File: config.mk
export PLATFORM = sky130hd
export DESIGN_NAME = uart_rx_fifo
export DESIGN_NICKNAME = d
export VERILOG_FILES = /design/src/rtl/uart_rx_fifo.sv
export SDC_FILE = /design/constraint.sdc
export NUM_CORES = 1
export LEC_CHECK = 0
export ABC_AREA = 1
export BUFFER_PORTS_ARGS = -buffer_cell sky130_fd_sc_hd__buf_2
export CAP_MARGIN = 20
export CORE_MARGIN = 5
export CORE_UTILIZATION = 40
export CTS_CLUSTER_SIZE = 14
export DETAILED_ROUTE_END_ITERATION = 6
export PLACE_DENSITY_LB_ADDON = 0.05
export SLEW_MARGIN = 20
export SYNTH_ARGS = -nofsm -noshare
export SYNTH_HDL_FRONTEND = slang
export SYNTH_SLANG_ARGS = --single-unit
File: constraint.sdc
create_clock -name clk -period 4.3 [get_ports clk]
set_input_delay 1.075 -clock clk [delete_from_list [all_inputs] [get_ports clk]]
set_output_delay 1.075 -clock clk [all_outputs]
set_load 0.02 [all_outputs]
File: src/rtl/uart_rx_fifo.sv
// Receive-side byte FIFO behind the UART receiver: edge-detects the receiver's
// done/err levels, queues one byte per done pulse, and exposes a FWFT read port.
module uart_rx_fifo #(
  parameter int DEPTH_LOG2 = 4
) (
  input  logic                  clk,
  input  logic                  rst_n,
  input  logic                  clear,
  input  logic                  clr_status,
  input  logic                  rx_done,
  input  logic                  rx_err,
  input  logic [7:0]            rx_data,
  output logic [7:0]            rd_data,
  output logic                  rd_valid,
  input  logic                  rd_ready,
  output logic [DEPTH_LOG2:0]   level,
  output logic                  full,
  output logic                  overrun,
  output logic [7:0]            err_count
);

  localparam int unsigned DEPTH = 1 << DEPTH_LOG2;
  localparam logic [DEPTH_LOG2:0] LEVEL_FULL = (DEPTH_LOG2 + 1)'(DEPTH);

  logic [7:0]            mem [DEPTH];
  logic [DEPTH_LOG2-1:0] wp;
  logic [DEPTH_LOG2-1:0] rp;
  logic                  done_q;
  logic                  err_q;
  logic                  push_req;
  logic                  err_rise;
  logic                  pop;
  logic                  push;
  logic                  drop;

  assign full     = (level == LEVEL_FULL);
  assign rd_valid = (level != '0);
  assign rd_data  = rd_valid ? mem[rp] : '0;

  // Edge registers reset high so a pulse already asserted at reset release is ignored.
  assign push_req = rx_done & ~done_q;
  assign err_rise = rx_err & ~err_q;
  assign pop      = rd_valid & rd_ready;
  assign push     = push_req & (~full | pop);
  assign drop     = push_req & full & ~pop;

  always_ff @(posedge clk) begin
    if (push && !clear) begin
      mem[wp] <= rx_data;
    end
  end

  always_ff @(posedge clk or negedge rst_n) begin
    if (!rst_n) begin
      done_q <= 1'b1;
      err_q  <= 1'b1;
    end else begin
      done_q <= rx_done;
      err_q  <= rx_err;
    end
  end

  always_ff @(posedge clk or negedge rst_n) begin
    if (!rst_n) begin
      wp    <= '0;
      rp    <= '0;
      level <= '0;
    end else if (clear) begin
      wp    <= '0;
      rp    <= '0;
      level <= '0;
    end else begin
      if (push) begin
        wp <= wp + 1'b1;
      end
      if (pop) begin
        rp <= rp + 1'b1;
      end
      if (push && !pop) begin
        level <= level + 1'b1;
      end else if (pop && !push) begin
        level <= level - 1'b1;
      end
    end
  end

  always_ff @(posedge clk or negedge rst_n) begin
    if (!rst_n) begin
      overrun   <= 1'b0;
      err_count <= '0;
    end else if (clr_status) begin
      overrun   <= 1'b0;
      err_count <= '0;
    end else begin
      if (drop) begin
        overrun <= 1'b1;
      end
      if (err_rise && err_count != 8'hFF) begin
        err_count <= err_count + 1'b1;
      end
    end
  end

endmodule

==> results of run 1 <==
[logic make-up after synthesis]
| group | after synthesis | synth area share, % |
|---|---|---|
| XOR/XNOR | 6 | 0.781 |
| flip-flops | 152 | 66.1 |
| AND/OR/NAND/NOR | 371 | 24.8 |
| AO/OA/AOI/OAI | 24 | 2.25 |
| buffers and inverters | 55 | 3.92 |
| adder cells (fa/ha/maj) | 11 | 2.16 |
[critical path, cell delays in order, from the launching register on]
cell and delay (ns):
dfrtp_2 0.40, inv_2 0.45, buf_12 0.27, nand2_1 0.07, nand3_1 0.06, nand3_1 0.07, nand2_1 0.09, nand2_1 0.05
a21oi_1 0.31, buf_2 0.24
[through the flow]
step	power (mW)	area (µm²)
floorplan	2.64	6730
global placement	3.00	7150
detailed placement	3.01	7150
CTS	4.49	7750
global route	4.69	7750
finish	4.44	7750
[state kept, by name, summed over array words and instances (netlist names)]
signal     count
mem          128
wp             4
done_q         1
rp             4
level          5
err_count      8
err_q          1
overrun        1
[synthesized netlist by cell type, types with 2 or more instances]
cell type  count
nand3_1      120
nand2_1      207
clkbuf_1       3
edfxtp_1     128
xnor2_1        2
dfrtp_1       22
nand4_1        5
buf_2         10
buf_4         12
ha_1          10
nand3_4        3
a21oi_1       12
clkinv_1       2
inv_1         26
nor2_4         6
o21ai_0        8
nor2_1        23
xor2_1         4
dfstp_2        2
[per-layer routing]
metal  track usage, %  vias to the layer above
met5                0                        -
met4             5.30                        0
met3             3.74                       20
met2             29.1                      102
met1             23.8                     2181
li1                 -                     2217
[final timing paths]
kind	end	slack (ns)	cells past startpoint
max	rd_data[7]	0.78	9
min	overrun	0.51	2
max reg2reg	mem[6][3]	2.00	6
min reg2reg	overrun	0.51	2
max in group asynchronous	rp[0]	3.20	1
min in group asynchronous	err_count[3]	0.65	1
[final cells by class]
| class | instances | area [µm²] |
|---|---|---|
| clock buffers | 19 | 475 |
| repair buffers | 50 | 305 |
| inverters | 29 | 109 |
| flip-flops and latches | 152 | 4450 |
| fillers | 1517 | 8780 |
| clock inverters | 13 | 119 |
| well taps | 220 | 275 |
| multi-input cells | 412 | 2020 |
[power breakdown]
group          total [mW]  internal, mW  switching [mW]
logic                1.28         0.387           0.892
clock network        1.48         0.865           0.611
registers            1.68          1.63          0.0473
total                4.44          2.89            1.55
==> run metrics, run 1 <==
YS warnings=0; Hold Worst Slack=0.512 ns; most common cell after layout, fill and taps aside=nand2_1; Die H=140 µm; clock-pin slew on the worst setup and hold paths=0.06 ns; final count of hold timing violations=0; RSZ-0062 raised after global routing=no; Setup CP Type=reg2out; starting density of the core=around two fifths; vias=4,520; Post-synth EDFFs=between 100 and 150; worst rel slew slack=around 29%; Initial DRC Count=398; Root Driver=clkbuf_16; Pwr Density=573 mW/mm²; post-synthesis sequential area ratio=66.1%; Die Area=0.0195 mm²; GR Overflow Total=0; Max Freq=284 MHz; Routed Wire Length=between 15,000 and 20,000 µm; final net count=688; clk_skew=approximately 0.0066 ns; CTS Sinks=152; post-layout util=46.9%; CP startpoint=rp[0]; Async SR Flop Fraction=15.8%; CP required=roughly 3.2 ns; number of global-route vias before repair=4,469; layout cell share with drive strength beyond 1=~15%; Die Width=approximately 140 µm; number of buffers added for setup after CTS=0; Lkg Pwr=3.06 nW; I/O pin count=39; Diodes inserted=0; PnR worst setup slack=0.778 ns; antenna violations before repair=0; crit path DAT=2.45 ns; Hold Path Class=reg2reg; largest buffer count on any clock path=2; H-tree Lvls=4; Placer Congestion=0.822; DRC=0; Pre-antenna DRT Iters=5; Cells after DPL=between 800 and 900; post-route ant nets=0; CP Capture Type=output port; post-synth top area cell=edfxtp_1; Syn Inst Count=619; first-pass GRT wire length=~26,000 µm; TritonCTS clock tree=built; Synth top area share=57.1%; detailed placement HPWL=approximately 11,000 µm; wl on met1=7670 µm; critical path startpoint category=flip-flop; Post-Syn Area per Cell=between 10 and 15 µm²; worst reg2reg startpoint=level[0]; crit share post-route=81.9%; TritonCTS Buffers=17; worst skew pair latency=between 0.4 and 0.5 ns; Slew Viols, Final=0; commonest cells after routing, fill and taps aside=nand2_1, edfxtp_1, nand3_1, buf_2, inv_1; Net Count, Synth=~650; synth-to-layout area growth=15.2%; met3 wire length=592 µm; largest net degree at the start of global routing=67; Hold-fix buffers, CTS=0; final non-filler cell total=895; Yosys cell types=33; top_reg_cell synth=edfxtp_1; post-synthesis register bit count=152; Synth area leaders=edfxtp_1, nand2_1, nand3_1; total track usage=17.7%; number of cell rows=47; top layer used by detailed routing=met4; worst-margin pin slew=between 1 and 1.5 ns; dpl ws=1.19 ns; WL per Instance=18.7 µm; post-route minimum period=3.52 ns; hold_sp=overrun; maxcap violations=0; Vias/cell=5.05; met2 wire len=8240 µm; Max FO, Critical Path=34; core area=around 0.017 mm²; Fin Setup TNS=0 ns; VDD IR-drop max=364 µV; CTS resizes=0; endpoints failing setup=0; port bufs=38; run status=finished, final reports clean; synthesized cell area=0.00673 mm²
Note: power is estimated with default switching activity, not from simulation.
==> inputs of run 2 (changes only) <==
==> constraint.sdc (replaced) <==
create_clock -name clk -period 3.22 [get_ports clk]
set_input_delay 0.805 -clock clk [delete_from_list [all_inputs] [get_ports clk]]
set_output_delay 0.805 -clock clk [all_outputs]
set_load 0.02 [all_outputs]
==> run metrics, run 2 (synthesis gave the netlist of run 1 again) <==
H-tree Lvls=4 (unchanged); Clk pwr share=33.9% (+0.6 points); commonest cells after routing, fill and taps aside=nand2_1, edfxtp_1, nand3_1, buf_2, inv_1; Diodes inserted=0 (unchanged); # fillers=1,542 (+1.6%); biggest regs=mem (128), err_count (8), level (5); Max FO, Critical Path=34 (unchanged); CP required=2.41 ns (-0.81 ns); RSZ-0062 raised after global routing=no; crit path DAT=2.25 ns (-0.20 ns); number of cell rows=47 (unchanged); Pwr Density=778 mW/mm² (+36%); Die Width=140 µm (unchanged); final net count=689 (+0.15%); Initial DRC Count=282 (-29%); port bufs=38 (unchanged); largest buffer count on any clock path=2 (unchanged); Root Driver=clkbuf_16; post-route minimum period=3.06 ns; critical path startpoint category=flip-flop; post-route ant nets=0 (unchanged); synth-to-layout area growth=15.3% (about the same); Hold Path Class=in2async; CP startpoint=rp[0]; maxcap violations=0 (unchanged); Die Area=0.0195 mm² (unchanged); number of global-route vias before repair=4,600 (+2.9%); detailed placement HPWL=10,600 µm (about the same); WL per Instance=18.5 µm (-1.3%); clock-pin slew on the worst setup and hold paths=0.06 ns (about the same); Pre-antenna DRT Iters=5 (unchanged); Hold Worst Slack=0.386 ns (-0.126 ns); CP Capture Type=output port; worst skew pair latency=0.42 ns (about the same); first-pass GRT wire length=26,100 µm (-0.50%); Setup CP Type=reg2out; Fin Setup TNS=0 ns (unchanged); I/O pin count=39 (unchanged); GR Overflow Total=0 (unchanged); worst reg2reg startpoint=level[0]; most common cell after layout, fill and taps aside=nand2_1; Multi-input gate area=0.00202 mm² (unchanged); total track usage=17.6% (-0.079 points); vias=4,522 (+0.044%); number of buffers added for setup after CTS=0 (unchanged); crit share post-route=approximately 95%; Sequential Area=0.00445 mm² (unchanged); Placed Area=0.00714 mm² (-0.24%); worst rel slew slack=39.0% (+9.5 points); Switching Share=33.7% (-1.2 points); NetSw=2.04 mW (+31%); Max Freq=327 MHz; starting density of the core=40.7% (unchanged); Die H=140 µm (unchanged); endpoints failing setup=0 (unchanged); final instance area=0.00775 mm² (about the same); antenna violations before repair=0 (unchanged); Placer Congestion=0.823 (about the same); run status=finished, final reports clean; Vias/cell=5.05 (about the same); Comb pwr share=28.9% (about the same); Lkg Pwr=3.08 nW (+0.59%); TritonCTS Buffers=17 (unchanged); clk_skew=0.00708 ns (+0.000462 ns); Routed Wire Length=16,600 µm (-1.1%); DRC=0 (unchanged); Slew Viols, Final=0 (unchanged); Int Pwr=4.00 mW (+39%); CTS Sinks=152 (unchanged); core area=0.0165 mm² (unchanged); sequential share of power=37.3% (-0.6 points); worst-margin pin slew=0.912 ns (-0.142 ns); VDD IR-drop max=438 µV (+20%); layout cell share with drive strength beyond 1=14.8% (-0.47 points); TritonCTS clock tree=built; final count of hold timing violations=0 (unchanged); Top reg by flops=mem; largest net degree at the start of global routing=49 (-27%); Largest register FFs=128 (unchanged)
run 2: cell count changes in the layout (fill, tap and decap cells not counted), sizes merged:
cell      change
clkbuf        +6
clkinvlp      -5
bufinv        +2
clkinv        -2
buf           +1
inv           -1
run 2: layer usage:
layer	vias to the layer above	routed length [µm]	share of wire (%)	track usage (%)
met5	-	0	0	0
met4	0	399	2.4	6.94
met3	27	576	3.5	3.60
met2	100	8110	49	28.7
met1	2188	7470	45	23.2
li1	2207	-	-	-
run 2: worst paths after layout:
path	to	slack, ns	depth (start not counted)
max in group asynchronous	rp[0]	2.41	1
worst min-delay path	err_count[4]	0.39	1
worst max-delay path	rd_data[5]	0.16	9
min in group clk	done_q	0.49	1
worst max register to register	level[4]	1.01	13
worst min register to register	overrun	0.52	2
run 2: what timing repair did:
action,4_1_cts,5_1_grt
endpoints found under the setup margin,0,4
endpoints found under the hold margin,0,0
hold buffers,0,0
resized for setup,0,2
run 2: power by group through the flow:
| stage | sequential [mW] | clock, mW | combinational (mW) |
|---|---|---|---|
| floorplan | 2.31 | 0 | 1.21 |
| global placement | 2.29 | 0 | 1.75 |
| detailed placement | 2.29 | 0 | 1.76 |
| CTS | 2.25 | 2.08 | 1.77 |
| global route | 2.26 | 2.18 | 1.94 |
| finish | 2.25 | 2.05 | 1.74 |
run 2: final cells by class:
| class | instances | share of cell area [%] |
|---|---|---|
| multi-input combinational | 412 | 26.0 |
| timing repair buffer | 51 | 3.81 |
| tap | 220 | 3.55 |
| inverter | 29 | 1.40 |
| clock buffer | 25 | 6.39 |
| clock inverter | 7 | 1.48 |
| sequential | 152 | 57.4 |
run 2: critical path, cell delays in order (launching register included):
cell     delay [ns]
dfrtp_2        0.42
inv_2          0.07
buf_4          0.34
nand2_1        0.10
nand3_1        0.08
nand3_1        0.10
nand2_1        0.13
nand2_1        0.07
a21oi_1        0.27
buf_2          0.23
run 2: through the flow:
stage	worst slack [ns]	utilization (%)	cells	power [mW]
after floorplan	1.04	-	619	3.52
after global placement	0.566	43.2	864	4.04
after detailed placement	0.519	43.2	864	4.05
after CTS	0.0826	46.9	896	6.10
after global routing	0.0133	46.9	896	6.38
final	0.163	46.9	896	6.04
==> inputs of run 3 (changes only) <==
--- a/config.mk
+++ b/config.mk
@@ -8,11 +8,13 @@
 export ABC_AREA = 1
 export BUFFER_PORTS_ARGS = -buffer_cell sky130_fd_sc_hd__buf_2
 export CAP_MARGIN = 20
-export CORE_MARGIN = 5
+export CORE_MARGIN = 2
 export CORE_UTILIZATION = 40
+export CTS_BUF_LIST = sky130_fd_sc_hd__clkbuf_4
 export CTS_CLUSTER_SIZE = 14
 export DETAILED_ROUTE_END_ITERATION = 6
 export PLACE_DENSITY_LB_ADDON = 0.05
+export SKIP_CTS_REPAIR_TIMING = 1
 export SLEW_MARGIN = 20
 export SYNTH_ARGS = -nofsm -noshare
 export SYNTH_HDL_FRONTEND = slang
==> run metrics, run 3 (synthesis gave the netlist of run 1 again) <==
Stages on worst setup path=9 (unchanged); DRC=0 (unchanged); maxcap violations=0 (unchanged); flop-to-flop setup slack=0.98 ns (-0.03 ns); crit share post-route=95.4% (+0.49 points); # fillers=1,558 (+1.0%); Lkg Pwr=3.03 nW (-1.5%); layout cell share with drive strength beyond 1=17.1% (+2.3 points); Sequential Area=0.00445 mm² (unchanged); H-tree Lvls=4 (unchanged); Top reg by flops=mem; Max FO, Critical Path=20 (-41%); crit path DAT=2.27 ns (+0.02 ns); CP Capture Type=output port; endpoints failing setup=0 (unchanged); total track usage=19.9% (+2.3 points); GR peak layer=met2; FF-to-FF path depth=13 (unchanged); worst-margin pin slew=0.594 ns (-0.318 ns); Die Width=134 µm (-4.3%); critical path startpoint category=flip-flop; Routed Wire Length=17,100 µm (+3.3%); Fin Setup TNS=0 ns (unchanged); Diodes inserted=0 (unchanged); number of cell rows=47 (unchanged); Placer Congestion=0.821 (-0.21%); Largest register FFs=128 (unchanged); post-layout util=45.9% (-1.0 points); RSZ-0062 raised after global routing=no; Vias/cell=5.12 (+1.4%); synth-to-layout area growth=12.7%; CTS Sinks=152 (unchanged); Die H=134 µm (-4.3%); met1 Usage GRT=26.0% (+2.8 points); Root Driver=clkbuf_4; final net count=703 (+2.0%); worst skew pair latency=0.58 ns (+0.16 ns); detailed placement HPWL=11,200 µm (+5.9%); final count of hold timing violations=0 (unchanged); Pre-antenna DRT Iters=4 (-1); GR Overflow Total=0 (unchanged); clock-pin slew on the worst setup and hold paths=0.14 ns (+0.08 ns); Initial DRC Count=303 (+7.4%); biggest regs=mem (128), err_count (8), level (5); worst path bufs/invs=3 (unchanged); I/O pin count=39 (unchanged); Top delay family on crit path=buffers and inverters; PnR worst setup slack=0.147 ns (-0.0158 ns); Setup CP Type=reg2out; Die Area=0.0179 mm² (-8.4%); clk_skew=0.0196 ns (+0.0126 ns); final instance area=0.00758 mm² (-2.2%); commonest cells after routing, fill and taps aside=nand2_1, edfxtp_1, nand3_1, buf_2, inv_1; final non-filler cell total=910 (+1.6%); CP required=2.41 ns (about the same); Multi-input gate area=0.00202 mm² (+0.37%); Crit path largest cell delay=0.47 ns (+0.05 ns); CP cell instances=inv_4 > buf_12 > nand2_1 > nand3_1 > nand3_1 > nand2_1 > nand2_1 > a21oi_1 > buf_2; Worst path slowest cell=dfrtp_2; post-route minimum period=3.07 ns (+0.0158 ns); grt met3 use=3.58% (-0.025 points); Slew Viols, Final=0 (unchanged); met2 GRT Util=33.9% (+5.2 points); Hold Worst Slack=0.207 ns (-0.179 ns); Placed Area=0.00725 mm² (+1.5%); TritonCTS Buffers=17 (unchanged); core area=0.0165 mm² (unchanged); run status=finished, final reports clean; total power=5.24 mW (-13%); largest net degree at the start of global routing=40 (-18%); worst rel slew slack=60.4% (+21 points); largest buffer count on any clock path=2 (unchanged); antenna violations before repair=0 (unchanged); TritonCTS clock tree=built; VDD IR-drop max=413 µV (-5.8%); Top cell by count, worst path=nand2_1; Hold Path Class=in2async; vias=4,657 (+3.0%); Pwr Density=691 mW/mm² (-11%); port bufs=38 (unchanged); Cells after DPL=877 (+1.5%); WL per Instance=18.8 µm (+1.7%); post-route ant nets=0 (unchanged); Max Freq=325 MHz (-0.52%); first-pass GRT wire length=26,200 µm (+0.34%); starting density of the core=40.7% (unchanged); most common cell after layout, fill and taps aside=nand2_1; number of global-route vias before repair=4,582 (-0.39%); dpl ws=0.605 ns (+0.0852 ns)
==> run 3: layer usage <==
metal | wire, µm | vias up
li1 | - | 2240
met1 | 7550 | 2296
met2 | 8600 | 103
met3 | 685 | 18
met4 | 267 | 0
met5 | 0 | -
==> run 3: final cells by class <==
cell class              instances  share of cell area, %
inverters                      29                   1.47
clock buffers                  18                   1.78
flip-flops and latches        152                   58.7
repair buffers                 65                   5.84
multi-input cells             412                   26.7
clock inverters                14                   1.93
well taps                     220                   3.63
==> run 3: path summary, 6_finish.rpt <==
kind | start | to
max in group asynchronous | rst_n | rp[0]
max | rp[0] | rd_data[4]
min reg2reg | overrun | overrun
min | rst_n | err_count[4]
min in group clk | rx_done | done_q
max reg2reg | level[0] | level[4]
==> run 3: power breakdown <==
part           switching [mW]  internal, mW
sequential             0.0726          2.18
clock                   0.704         0.473
combinational            1.23         0.576
total                    2.01          3.23
